## config.mk

```make
export PLATFORM = sky130hd
export DESIGN_NAME = master_onchip_mem_arbiter
export DESIGN_NICKNAME = d
export VERILOG_FILES = /design/src/rtl/master_mem_arb_pkg.sv /design/src/rtl/master_rr_arbiter.sv /design/src/rtl/master_onchip_mem_arbiter.sv
export SDC_FILE = /design/constraint.sdc
export NUM_CORES = 1
export LEC_CHECK = 0
export BUFFER_PORTS_ARGS = -buffer_cell sky130_fd_sc_hd__buf_4
export CORE_MARGIN = 10
export CORE_UTILIZATION = 26
export CTS_CLUSTER_SIZE = 8
export DETAILED_ROUTE_END_ITERATION = 12
export GPL_TIMING_DRIVEN = 0
export PLACE_DENSITY = 0.81
export REMOVE_ABC_BUFFERS = 1
export SLEW_MARGIN = 0
export SYNTH_ARGS = -nofsm -noshare
export SYNTH_HDL_FRONTEND = slang
export SYNTH_HIERARCHICAL = 1
export SYNTH_SLANG_ARGS = --single-unit
```

## constraint.sdc

```tcl
create_clock -name clk -period 2.3 [get_ports clk]
set_input_delay 0.23 -clock clk [delete_from_list [all_inputs] [get_ports clk]]
set_output_delay 0.23 -clock clk [all_outputs]
set_load 0.1 [all_outputs]
```

## src/rtl/master_mem_arb_pkg.sv

```systemverilog
// Shared constants for the on-chip RAM arbiter and its round-robin core.
// Optional statistics counters are enabled with MEM_ARB_STATS_EN.
package master_mem_arb_pkg;

    localparam int          DATA_W_DEF = 32;
    localparam int          BE_W       = DATA_W_DEF / 8;
    localparam int          OWNER_W    = 2;
    localparam logic [31:0] RD_OOR_VAL = 32'h0;
    localparam int          STAT_W     = 16;

    function automatic logic [OWNER_W-1:0] next_ptr(
        input logic [OWNER_W-1:0] idx,
        input int                 n
    );
        return (int'(idx) == n - 1) ? '0 : idx + 1'b1;
    endfunction

endpackage

```

## src/rtl/master_rr_arbiter.sv

```systemverilog
// Pure round-robin grant: first requester at or after ptr wins.
// Build option MEM_ARB_STATS_EN does not affect this block.
module master_rr_arbiter
    import master_mem_arb_pkg::*;
#(
    parameter int N = 2
) (
    input  logic [N-1:0]       req,
    input  logic [OWNER_W-1:0] ptr,
    output logic [N-1:0]       grant,
    output logic [OWNER_W-1:0] idx,
    output logic               valid
);

    int j;

    always_comb begin
        grant = '0;
        idx   = '0;
        valid = 1'b0;
        j     = 0;
        for (int k = 0; k < N; k++) begin
            j = int'(ptr) + k;
            if (j >= N) j = j - N;
            if (!valid && req[j]) begin
                valid    = 1'b1;
                grant[j] = 1'b1;
                idx      = OWNER_W'(j);
            end
        end
    end

endmodule

```

## src/rtl/master_onchip_mem_arbiter.sv

```systemverilog
// Shares the single-port on-chip RAM between NUM_REQ Avalon-MM masters.
// Define MEM_ARB_STATS_EN to add per-master accepted-access counters.
module master_onchip_mem_arbiter
    import master_mem_arb_pkg::*;
#(
    parameter int NUM_REQ   = 2,
    parameter int ADDR_W    = 12,
    parameter int DATA_W    = 32,
    parameter int NUM_WORDS = 4087
) (
    input  logic                        clk,
    input  logic                        reset_n,
    input  logic [NUM_REQ-1:0]          req_read,
    input  logic [NUM_REQ-1:0]          req_write,
    input  logic [NUM_REQ*ADDR_W-1:0]   req_address,
    input  logic [NUM_REQ*BE_W-1:0]     req_byteenable,
    input  logic [NUM_REQ*DATA_W-1:0]   req_writedata,
    output logic [NUM_REQ-1:0]          req_waitrequest,
    output logic [DATA_W-1:0]           req_readdata,
    output logic [NUM_REQ-1:0]          req_readdatavalid,
    output logic [NUM_REQ-1:0]          req_error,
    output logic [ADDR_W-1:0]           mem_address,
    output logic [BE_W-1:0]             mem_byteenable,
    output logic                        mem_chipselect,
    output logic                        mem_write,
    output logic [DATA_W-1:0]           mem_writedata,
    output logic                        mem_clken,
    input  logic [DATA_W-1:0]           mem_readdata,
    input  logic                        stall_req
`ifdef MEM_ARB_STATS_EN
    ,
    output logic [NUM_REQ*STAT_W-1:0]   stat_grants
`endif
);

    logic [NUM_REQ-1:0] active;
    logic [NUM_REQ-1:0] grant;
    logic [OWNER_W-1:0] gidx;
    logic               gvalid;
    logic [OWNER_W-1:0] rr_ptr;
    logic [OWNER_W-1:0] rd_owner;
    logic               rd_pending;
    logic               rd_oor;

    logic [ADDR_W-1:0]  sel_addr;
    logic [BE_W-1:0]    sel_be;
    logic [DATA_W-1:0]  sel_wdata;
    logic               sel_wr;
    logic               in_range;
    logic               wr_err;
    logic               rd_issue;

    assign active = req_read | req_write;

    // Stall masks every request so no grant and no pointer move occur.
    master_rr_arbiter #(
        .N(NUM_REQ)
    ) u_rr (
        .req  (active & {NUM_REQ{~stall_req}}),
        .ptr  (rr_ptr),
        .grant(grant),
        .idx  (gidx),
        .valid(gvalid)
    );

    always_comb begin
        sel_addr  = '0;
        sel_be    = '0;
        sel_wdata = '0;
        sel_wr    = 1'b0;
        for (int i = 0; i < NUM_REQ; i++) begin
            if (grant[i]) begin
                sel_addr  = req_address[i*ADDR_W +: ADDR_W];
                sel_be    = req_byteenable[i*BE_W +: BE_W];
                sel_wdata = req_writedata[i*DATA_W +: DATA_W];
                sel_wr    = req_write[i];
            end
        end
    end

    assign in_range = 32'(sel_addr) < NUM_WORDS;
    assign wr_err   = gvalid & sel_wr & ~in_range;
    assign rd_issue = gvalid & ~sel_wr;

    assign req_waitrequest = stall_req ? '1 : (active & ~grant);

    assign mem_address    = sel_addr;
    assign mem_byteenable = sel_be;
    assign mem_writedata  = sel_wdata;
    assign mem_chipselect = gvalid & in_range;
    assign mem_write      = gvalid & sel_wr & in_range;
    assign mem_clken      = ~stall_req;

    always_ff @(posedge clk or negedge reset_n) begin
        if (!reset_n) begin
            rr_ptr     <= '0;
            rd_pending <= 1'b0;
            rd_owner   <= '0;
            rd_oor     <= 1'b0;
        end else begin
            if (gvalid) rr_ptr <= next_ptr(gidx, NUM_REQ);
            rd_pending <= rd_issue;
            if (rd_issue) begin
                rd_owner <= gidx;
                rd_oor   <= ~in_range;
            end
        end
    end

    assign req_readdata = (rd_pending && rd_oor) ? DATA_W'(RD_OOR_VAL)
                                                 : mem_readdata;

    always_comb begin
        req_readdatavalid = '0;
        req_error         = '0;
        for (int i = 0; i < NUM_REQ; i++) begin
            req_readdatavalid[i] = rd_pending && (rd_owner == OWNER_W'(i));
            req_error[i] = (rd_pending && rd_oor && (rd_owner == OWNER_W'(i)))
                         || (wr_err && grant[i]);
        end
    end

`ifdef MEM_ARB_STATS_EN
    logic [STAT_W-1:0] cnt [NUM_REQ];

    always_ff @(posedge clk or negedge reset_n) begin
        if (!reset_n) begin
            for (int i = 0; i < NUM_REQ; i++) cnt[i] <= '0;
        end else begin
            for (int i = 0; i < NUM_REQ; i++)
                if (grant[i] && cnt[i] != '1) cnt[i] <= cnt[i] + 1'b1;
        end
    end

    always_comb begin
        stat_grants = '0;
        for (int i = 0; i < NUM_REQ; i++)
            stat_grants[i*STAT_W +: STAT_W] = cnt[i];
    end
`endif

endmodule

```

# == Word level (Yosys, flattened, before mapping) ==
# Index checks and enable logic that the tools add are counted.
# word_totals
register_bits,6
input_bits,135
elab_cells,73
# op_classes
addsub,4
order_cmp,7
eq_ne,2
muxes,29
bitwise,13
reduce_logical,14
# ops
op,count
$mux W32,5
$ge A32 B1 Y1 const B,2
$lt A32 B3 Y1 const B,2
$ge A32 B3 Y1 const B,1
$sub A32 B3 Y32 const B,1
$mux W12,2
$lt A12 B12 Y1 const B,1
$mux W1,12
$mux W2,6
$logic_and A1 B1 Y1,10
$mux W4,2
$and A1 B1 Y1,5
$and A2 B2 Y2,2
$or A2 B2 Y2,2
$add A2 B1 Y3 const B,1
$not A1 Y1,3
$sub A2 B2 Y3 const B,1
$add A2 B1 Y2 const B,1
$demux W1 S1,2
$eq A2 B1 Y1 const B,1
$eq A2 B2 Y1 const B,1
$ge A2 B2 Y1 const B,1
$logic_not A2 Y1,1
$logic_or A1 B1 Y1,2
other kinds (2),2

# == Depth between registers and ports, before layout ==
# Gate-level depths: netlist of run 1.
# logic_depth
depth_word,16
mapped_depth,9
mapped_depth_nobuf,8

# == Cells and area by module ==
# Netlist of run 1, hierarchy kept.
# modules_own_cells
mod,n_inst,cells_per_inst,area_each_um2,seq_area_each_um2
master_onchip_mem_arbiter,1,158,1143.6,150.1
master_rr_arbiter,1,7,46.3,0.0

# == Worst setup path after synthesis of run 1 ==
# No wires, ideal clock.
# synth_timing
path_kind,input port to output port
start,input req_write[1]
end,output mem_chipselect
arrival_time_ps,3290
required_time_ps,2070
slack_ps,-1220
path_stages,9
path_buffers,1
path_cell_list,nor2_1 -> nor2_1 -> o21ai_1 -> and2_1 -> nor2b_1 -> buf_6 -> a22o_1 -> o2111a_1 -> nor2b_1
# synth_via
elab_chain_cells,13
word_cells_on_any_way,19
# synth_rtl
element,line_no,text
"start, declared",master_onchip_mem_arbiter.sv:14,"input logic [NUM_REQ-1:0] req_write,"
$or A2 B2 Y2 (*),master_onchip_mem_arbiter.sv:53,assign active = req_read | req_write;
$and A2 B2 Y2 (*),master_onchip_mem_arbiter.sv:59,".req (active & {NUM_REQ{~stall_req}}),"
$mux W1 (not written as such) (3 in series),master_rr_arbiter.sv:25,if (!valid && req[j]) begin
$mux W1,master_rr_arbiter.sv:25,
$logic_not A1 Y1,master_rr_arbiter.sv:25,
$logic_and A1 B1 Y1,master_rr_arbiter.sv:25,
$mux W2 (*),master_rr_arbiter.sv:25,
named net grant[0],master_onchip_mem_arbiter.sv:37,logic [NUM_REQ-1:0] grant;
$mux W12 (*) (2 in series),master_onchip_mem_arbiter.sv:72,if (grant[i]) begin
named net mem_address[3],master_onchip_mem_arbiter.sv:22,"output logic [ADDR_W-1:0] mem_address,"
$lt A12 B12 Y1 (*),master_onchip_mem_arbiter.sv:81,assign in_range = 32'(sel_addr) < NUM_WORDS;
$and A1 B1 Y1 (*),master_onchip_mem_arbiter.sv:90,assign mem_chipselect = gvalid & in_range;
"end, declared",master_onchip_mem_arbiter.sv:24,"output logic mem_chipselect,"
# The timed path passes the listed nets; every way through them passes the cells marked *. The select of a mux whose other input is x is not followed.

# == Worst setup path after layout of run 1 ==
# layout_timing
start,register rr_ptr[0]
end,output req_error[1]
# layout_via
word_cells_on_any_way,40
# layout_lines
element,line_no,text
"start, declared",master_onchip_mem_arbiter.sv:40,logic [OWNER_W-1:0] rr_ptr;
"start signal, assigned",master_onchip_mem_arbiter.sv:101,"if (gvalid) rr_ptr <= next_ptr(gidx, NUM_REQ);"
"$add A2 B1 Y3, or another cell as far along",master_rr_arbiter.sv:23,j = int'(ptr) + k;
"$sub A32 B3 Y32, or another cell as far along",master_rr_arbiter.sv:24,if (j >= N) j = j - N;
"$mux W32, or another cell as far along",master_rr_arbiter.sv:24,
"$ge A32 B1 Y1 (not written as such), or another cell as far along",master_rr_arbiter.sv:27,grant[j] = 1'b1;
"$logic_and A1 B1 Y1 (not written as such), or another cell as far along",master_rr_arbiter.sv:27,
"$mux W1 (not written as such), or another cell as far along",master_rr_arbiter.sv:27,
"$demux W1 S1, or another cell as far along",-,
$or A2 B2 Y2 (no line) / $logic_and A1 B1 Y1 (equally long branches),-,
$mux W2 (*),master_rr_arbiter.sv:25,
named net grant[1],master_onchip_mem_arbiter.sv:37,
$mux W12,master_onchip_mem_arbiter.sv:72,
$lt A12 B12 Y1,master_onchip_mem_arbiter.sv:81,
$not A1 Y1,master_onchip_mem_arbiter.sv:82,assign wr_err = gvalid & sel_wr & ~in_range;
$and A1 B1 Y1,master_onchip_mem_arbiter.sv:82,
$logic_and A1 B1 Y1 (*),master_onchip_mem_arbiter.sv:119,|| (wr_err && grant[i]);
$logic_or A1 B1 Y1 (*),master_onchip_mem_arbiter.sv:119,
"end, declared",master_onchip_mem_arbiter.sv:21,"output logic [NUM_REQ-1:0] req_error,"
# Marked as above.

==> results of run 1 <==
-- kinds of logic (layout without fill, tap and decap cells) --
family | after synthesis | in the layout
muxes | 4 | 4
buffers and inverters | 21 | 253
AOI/OAI and AO/OA | 61 | 62
DFF | 6 | 6
and+or+nand+nor | 73 | 77
-- worst max-delay path: cells and delay by family, from the launching register on --
kind | cells | cell delay, ps
AO/OA/AOI/OAI | 4 | 1070
buffers and inverters | 3 | 380
flip-flops | 1 | 390
AND/OR/NAND/NOR | 1 | 50
-- cell type report --
cell class                      count  area (um^2)
Timing Repair Buffer              245         2010
Fill cell                         328         1050
Sequential cell                     6          150
Inverter                            5         18.8
Tap cell                           52         65.1
Clock buffer                        3         41.3
Multi-Input combinational cell    143         1050
-- registers in the layout (all words and copies together) (netlist names) --
name        count
rr_ptr          2
rd_oor          1
rd_pending      1
rd_owner        2
-- repair_timing --
action	4_1_cts	5_1_grt
gates cloned	5	2
endpoints found under the setup margin	50	36
pin swaps	3	3
resized for setup	13	24
buffers inserted	16	2
hold buffers	1	0
hold endpoints to repair	6	0
-- metal layers --
| layer | global-route usage (%) | vias to the layer above | wire length, um |
|---|---|---|---|
| li1 | - | 1095 | - |
| met1 | 23.3 | 1063 | 3530 |
| met2 | 39.9 | 96 | 5340 |
| met3 | 4.92 | 4 | 703 |
| met4 | 3.19 | 0 | 66 |
| met5 | 0 | - | 0 |
-- worst paths after layout --
check                        startpoint           end  cells past startpoint
setup / recovery              rr_ptr[0]  req_error[1]                      8
hold / removal                  reset_n   rd_owner[1]                      2
setup reg to reg              rr_ptr[0]        rd_oor                      7
hold reg to reg                  rd_oor        rd_oor                      1
max in group asynchronous       reset_n   rd_owner[0]                      2
min in group clk           req_write[0]    rd_pending                      4
-- through the flow --
stage               instances  area [um^2]
floorplan                 149         1120
global placement          424         2860
detailed placement        425         2900
CTS                       450         3200
global route              454         3340
finish                    454         3340
-- where the power goes --
group	internal [mW]	switching, mW	leakage, nW
Sequential	0.114	0.00900	0.0770
Combinational	0.484	1.15	1.69
Clock	0.112	0.0410	0.0216
Total	0.710	1.20	1.78
-- cell usage in the layout, fill, tap and decap left out, types with 4 or more instances in the layout --
cell type / netlist / final
buf_4: 0 / 224
a22o_1: 42 / 42
and2_1: 33 / 32
nand2_1: 14 / 14
buf_6: 1 / 11
o21ai_0: 10 / 10
nand3_1: 7 / 7
dfrtp_1: 6 / 6
buf_12: 0 / 5
nor2b_4: 0 / 4
inv_1: 5 / 4
==> results.txt, run 1 <==
The tree is rooted in a clkbuf_8. The Yosys step of the flow raised 6 warnings. After detailed routing, the average wire length per cell comes to 21.2 um.

The data required time at the worst endpoint came out at 2070 ps. At the pin with the least slew margin, the transition time is 761 ps. The run gives -1090 ps as the worst setup slack after placement. The power density over cell area was 573 nW/um^2. The final count of pins violating max slew was 0; the area overhead of the layout relative to synthesis was 180%. The top cell type by area accounts for 30.9% of the synthesized area. The repair_antennas step left the layout with diodes totalling 0.

The number of design-rule violations left by the first detailed-router iteration was 65. Of all cell types, the one taking the most synthesized area is a22o_1. The floorplan step defined a core boundary enclosing 4380 um^2. Entering global routing, the biggest net connects 35 pins. For the overall power, the log shows 1.91 mW. The H-tree depth reported by CTS was 1. At the end of the flow, the number of nets in the layout was 539. Headroom to the max-slew limit came out at 49.1%. For this run, design rule violations remaining after detail routing come to 0. In this run, synthesis inferred 0 flip-flops with an integrated enable. Cells with a size suffix above 1 make up 65.7% of the layout.

Among all cell types in the netlist, the one instantiated most often is a22o_1. The checks that failed: setup timing. The synthesized netlist devotes 41.2% of its cell area to compound gates. The die area is 7680 um^2, and the share of the yosys chip area belonging to registers is 12.6%.

The via count of the first global-routing pass was 2278; the worst-path maximum fanout was 5. The delay contributed by the slowest stage of the critical path works out to 390 ps. The post-synthesis simple-gate area fraction was 35.0%. For this configuration, the core starts out at a cell density of 27.1%. The final-report setup violation count was 3; the top achievable clock speed was 426 MHz. For this design the static power due to leakage is 1.78 nW. For flop-to-flop paths, the worst setup slack is 450 ps. The run gives 0 as the number of antenna violations at the first check in global routing.

The die is 87.7 um tall. The largest family of logic cells by synthesized area is compound AO/OA/AOI/OAI gates. Summed over all nets, the half-perimeter wirelength after detailed placement is 7510 um. The smallest setup slack after layout is -48.8 ps. The final clock period utilization by the worst path came out at 102%.

After synthesis, the mean cell area works out to 7.21 um^2. Setup repair after global routing could not meet its margin everywhere. At the later pin of the worst-skew pair, clock insertion delay measures 220 ps.

The critical path goes through inv_2 > a21boi_4 > buf_6 > nor2b_4 > a22o_1 > o2111a_2 > a32o_2 > buf_12. The run gives 2258 as the overall via count from detail_route. Across the run, the number of max-cap violations was 0.

For the finished layout, the period the worst path requires is 2350 ps. The first detailed-routing pass took 4 iterations. At the worst endpoint, the arrival time is 2120 ps.

The first global-routing pass estimated 12900 um of wire. Of the total synthesized cell area, the portion taken by full adders, half adders and majority gates is 0%. The class of the tightest hold or removal check was input pin to async pin. The critical-path cell with the highest stage delay was dfrtp_1. The total overflow left after global routing is 0.

The most used flip-flop cell after synthesis is dfrtp_1. The clock tree buffer depth was 2; the post-synthesis cell count was 165. Global routing used 21.0% of the available tracks across all layers. During placement, the flow inserted port buffers numbering 223. After synthesis, the share of cell area in mux cells is 3.68%. Dividing the detail-routed via count by the number of cells gives 4.97. The number of primary I/O pins was 224. The parity-gate share of the synthesized area counting xor and xnor cells was 0%; the total negative setup slack was -77.9 ps. By count the netlist is led by 42 x a22o_1, 33 x and2_1, 14 x nand2_1, 13 x clkbuf_1, 10 x o21ai_0. The type of element capturing the critical path is an output port.

IR analysis of the VDD net gives a maximum drop of 464 uV. The final layout contains routed wiring with a total length of 9640 um. Counting the buffers created by CTS gives 3. TritonCTS built the clock tree. The tools report the number of placement rows as 24. The die is 87.7 um wide. The critical path in this run is classified as flop to output port. Synthesis inferred 6 register bits. The run gives 0 as the hold violation count in the final report.

In the synthesized netlist the async set-or-reset flop fraction comes to 100%. The flow ran to the end, but the final reports show violations. The tools report the utilization after layout as 76.1%. The run gives 0 as the count of nets left with antenna violations after detail routing. The final hold slack is 366 ps. The number of distinct standard cells referenced by the synthesized netlist is 28, and the number of clock sinks is 6.

In the post-synthesis netlist, the biggest area contributors are a22o_1 31%, and2_1 17%, dfrtp_1 13%. The clock arrives with 3.90 ps of skew. Final weighted congestion of routability-driven global placement: 0.836. The cell area that synthesis handed to floorplanning was 1190 um^2. After clock tree synthesis, the clock-pin slew on the worst setup and hold paths is 40 ps. STA classifies the critical path startpoint as a flop.
Note: power is estimated with default switching activity, not from simulation.
==> inputs of run 2 (changes only) <==
==> constraint.sdc (replaced) <==
create_clock -name clk -period 2.7 [get_ports clk]
set_input_delay 0.27 -clock clk [delete_from_list [all_inputs] [get_ports clk]]
set_output_delay 0.27 -clock clk [all_outputs]
set_load 0.1 [all_outputs]
==> run 2 against run 1 <==
Effect of this change:
- the flow now finishes without violations
- hold slack improved by 43 ps
- critical path depth did not move
- cell count fell by 3.7%
- critical path type unchanged
- critical endpoint is now req_error[0]
- largest power group unchanged
==> results.txt, run 2 (same netlist as run 1, synthesis figures left out) <==
The die is 87.7 um wide. The congestion estimate from routability-driven global placement came to 0.836. The final critical path takes up 94.9% of the cycle. The tools report the largest net degree at the start of global routing as 45. Summed over all failing endpoints, the final setup total negative slack is 0 ps. For the post-place instance area, the log shows 2900 um^2.

Across the run, the number of max-cap violations was 0. The number of primary I/O pins is 224, and the CTS clock-pin slew for the worst setup and hold paths is 40 ps. The logs give 1.54 mW for the overall power and 0 for the overflow left after global routing. Of the cells placed in the final design, the portion with a size suffix greater than 1 is 62.6%. Setup violations remaining at the end of the flow were counted as 0. STA classifies the critical path endpoint as an output port. In this run the worst path has a maximum fanout of 44. The initialized floorplan defines 24 standard-cell rows. The transition time of the tightest slew-check pin was 771 ps; the average detailed-routed wire length per instance was 20.5 um.

The tools report the first-pass detailed-route iteration total as 4. The run gives 396 uV as the worst voltage drop across the vdd grid. Overall global routing resource usage: 20.4%.

The critical path is of the flop to output port type. The count of buffers added on input and output ports is 223. Time the worst path needs with I/O delays and setup: 2560 ps.

The run gives -768 ps as the worst setup slack after placement. Measured against its own limit, the worst slew margin works out to 48.5%. The layout net count is 522. The first global-routing pass estimated 12600 um of wire.

The run gives 0 as the number of antenna violations at the first check in global routing. The tools report the clock tree buffer depth as 2. Static timing analysis puts the maximum clock frequency at 390 MHz. TritonCTS built the clock tree.

For the final count of pins violating max slew, the log shows 0. Using the TritonRoute via totals, the vias-per-cell ratio works out to 4.87. Once routing completed, OpenROAD measured the worst setup slack at 138 ps. Compared with the post-synthesis result, the final layout area differs by 155%. For the worst setup path, the data arrival time is 2290 ps. The via count of the first global-routing pass came out at 2199. The run gives 6 as the number of clock sinks.

The class of the tightest hold or removal check is input pin to async pin. Setup repair after global routing left no endpoint under its margin. The sequential standard cell area is 150 um^2.

Area of all placed cells without fillers: 3030 um^2. The run finished with clean final reports. The final hold slack is 409 ps. On the final layout, the worst clock skew is 3.80 ps. The multi-input combinational cells in the finished layout cover a total of 1010 um^2. The logs give 7680 um^2 for the die area and 2430 ps for the data required time at the worst endpoint. The detailed-placement wirelength estimate was 7510 um; the hold violation count in the final report was 0. The library cells used most frequently in the layout, excluding fill and tap cells, are 227 x buf_4, 42 x a22o_1, 32 x and2_1.

Master cell of the clock root buffer: clkbuf_8. For the DRC violation count after routing, the log shows 0. The type of element launching the critical path is a flop. The tools report the utilization after layout as 69.1%. The power density over cell area is 509 nW/um^2.

The later pin in the worst-skew pair is clocked with a latency of 220 ps. Die height: 87.7 um. The number of placed instances, taps included, is 425. Counting the fill cells in the layout gives 376. In the final layout, the registers with the most flip-flops are rd_owner (2), rr_ptr (2). After the first detailed-routing iteration, the DRC count stood at 87. For this design the static power due to leakage is 1.64 nW. The most common cell after layout, fill and taps aside was buf_4. The count of nets left with antenna violations after detail routing is 0, and the overall via count from detail_route is 2130. The H-tree depth reported by CTS is 1, and the total CTS buffers is 3.

The logs give 4380 um^2 for the floorplan core area and 0 for the number of antenna diodes. The overall routed net length was 8970 um; the effective utilization at floorplan was 27.1%. For the post-layout instance count excluding filler cells, the log shows 437.
run 2: changes by cell type in the layout (fill, tap and decap cells not counted), moves of 2 or more:
cell,before,now
buf_8,2,0
nor2b_4,4,2
bufbuf_16,2,0
buf_4,224,227
buf_6,11,1
buf_12,5,1
run 2: metal layers:
metal	vias up	GRT usage, %	routed length (um)
met5	-	0	0
met1	974	22.6	3340
met4	0	3.19	66
li1	1058	-	-
met3	4	4.64	634
met2	94	38.8	4920
run 2: path summary, 6_finish.rpt:
path / start / to / slack (ps) / depth (start not counted)
worst max register to register: rr_ptr[0] / rd_oor / 780 / 7
min in group clk: rd_oor / rd_oor / 510 / 1
worst max-delay path: rr_ptr[0] / req_error[0] / 140 / 8
worst min-delay path: reset_n / rd_owner[1] / 410 / 2
max in group asynchronous: reset_n / rd_owner[0] / 2170 / 2
worst min register to register: rd_oor / rd_oor / 510 / 1
run 2: layout make-up:
type	count	share of cell area (%)
clock buffers	3	1.36
well taps	52	2.15
multi-input cells	141	33.3
flip-flops and latches	6	4.95
inverters	5	0.619
repair buffers	230	57.6
run 2: power by group:
group | switching [mW] | leakage (nW) | internal [mW]
clock | 0.0350 | 0.0216 | 0.0954
sequential | 0.00777 | 0.0770 | 0.0973
combinational | 0.960 | 1.55 | 0.348
total | 1.00 | 1.64 | 0.541
run 2: worst max-delay path, stage by stage, from the launching register on:
cell and delay [ps]:
dfrtp_1 370, inv_1 120, a21boi_4 230, buf_12 240
nand3_1 100, a22oi_1 210, o2111a_1 320, a31o_1 180
buf_4 290
run 2: repair_timing:
action / 4_1_cts / 5_1_grt
endpoints found under the setup margin: 49 / 3
cloned: 3 / 0
setup buffers: 5 / 0
gates resized for setup: 3 / 3
pin swaps: 1 / 0
hold buffers: 1 / 0
hold endpoints to repair: 6 / 0
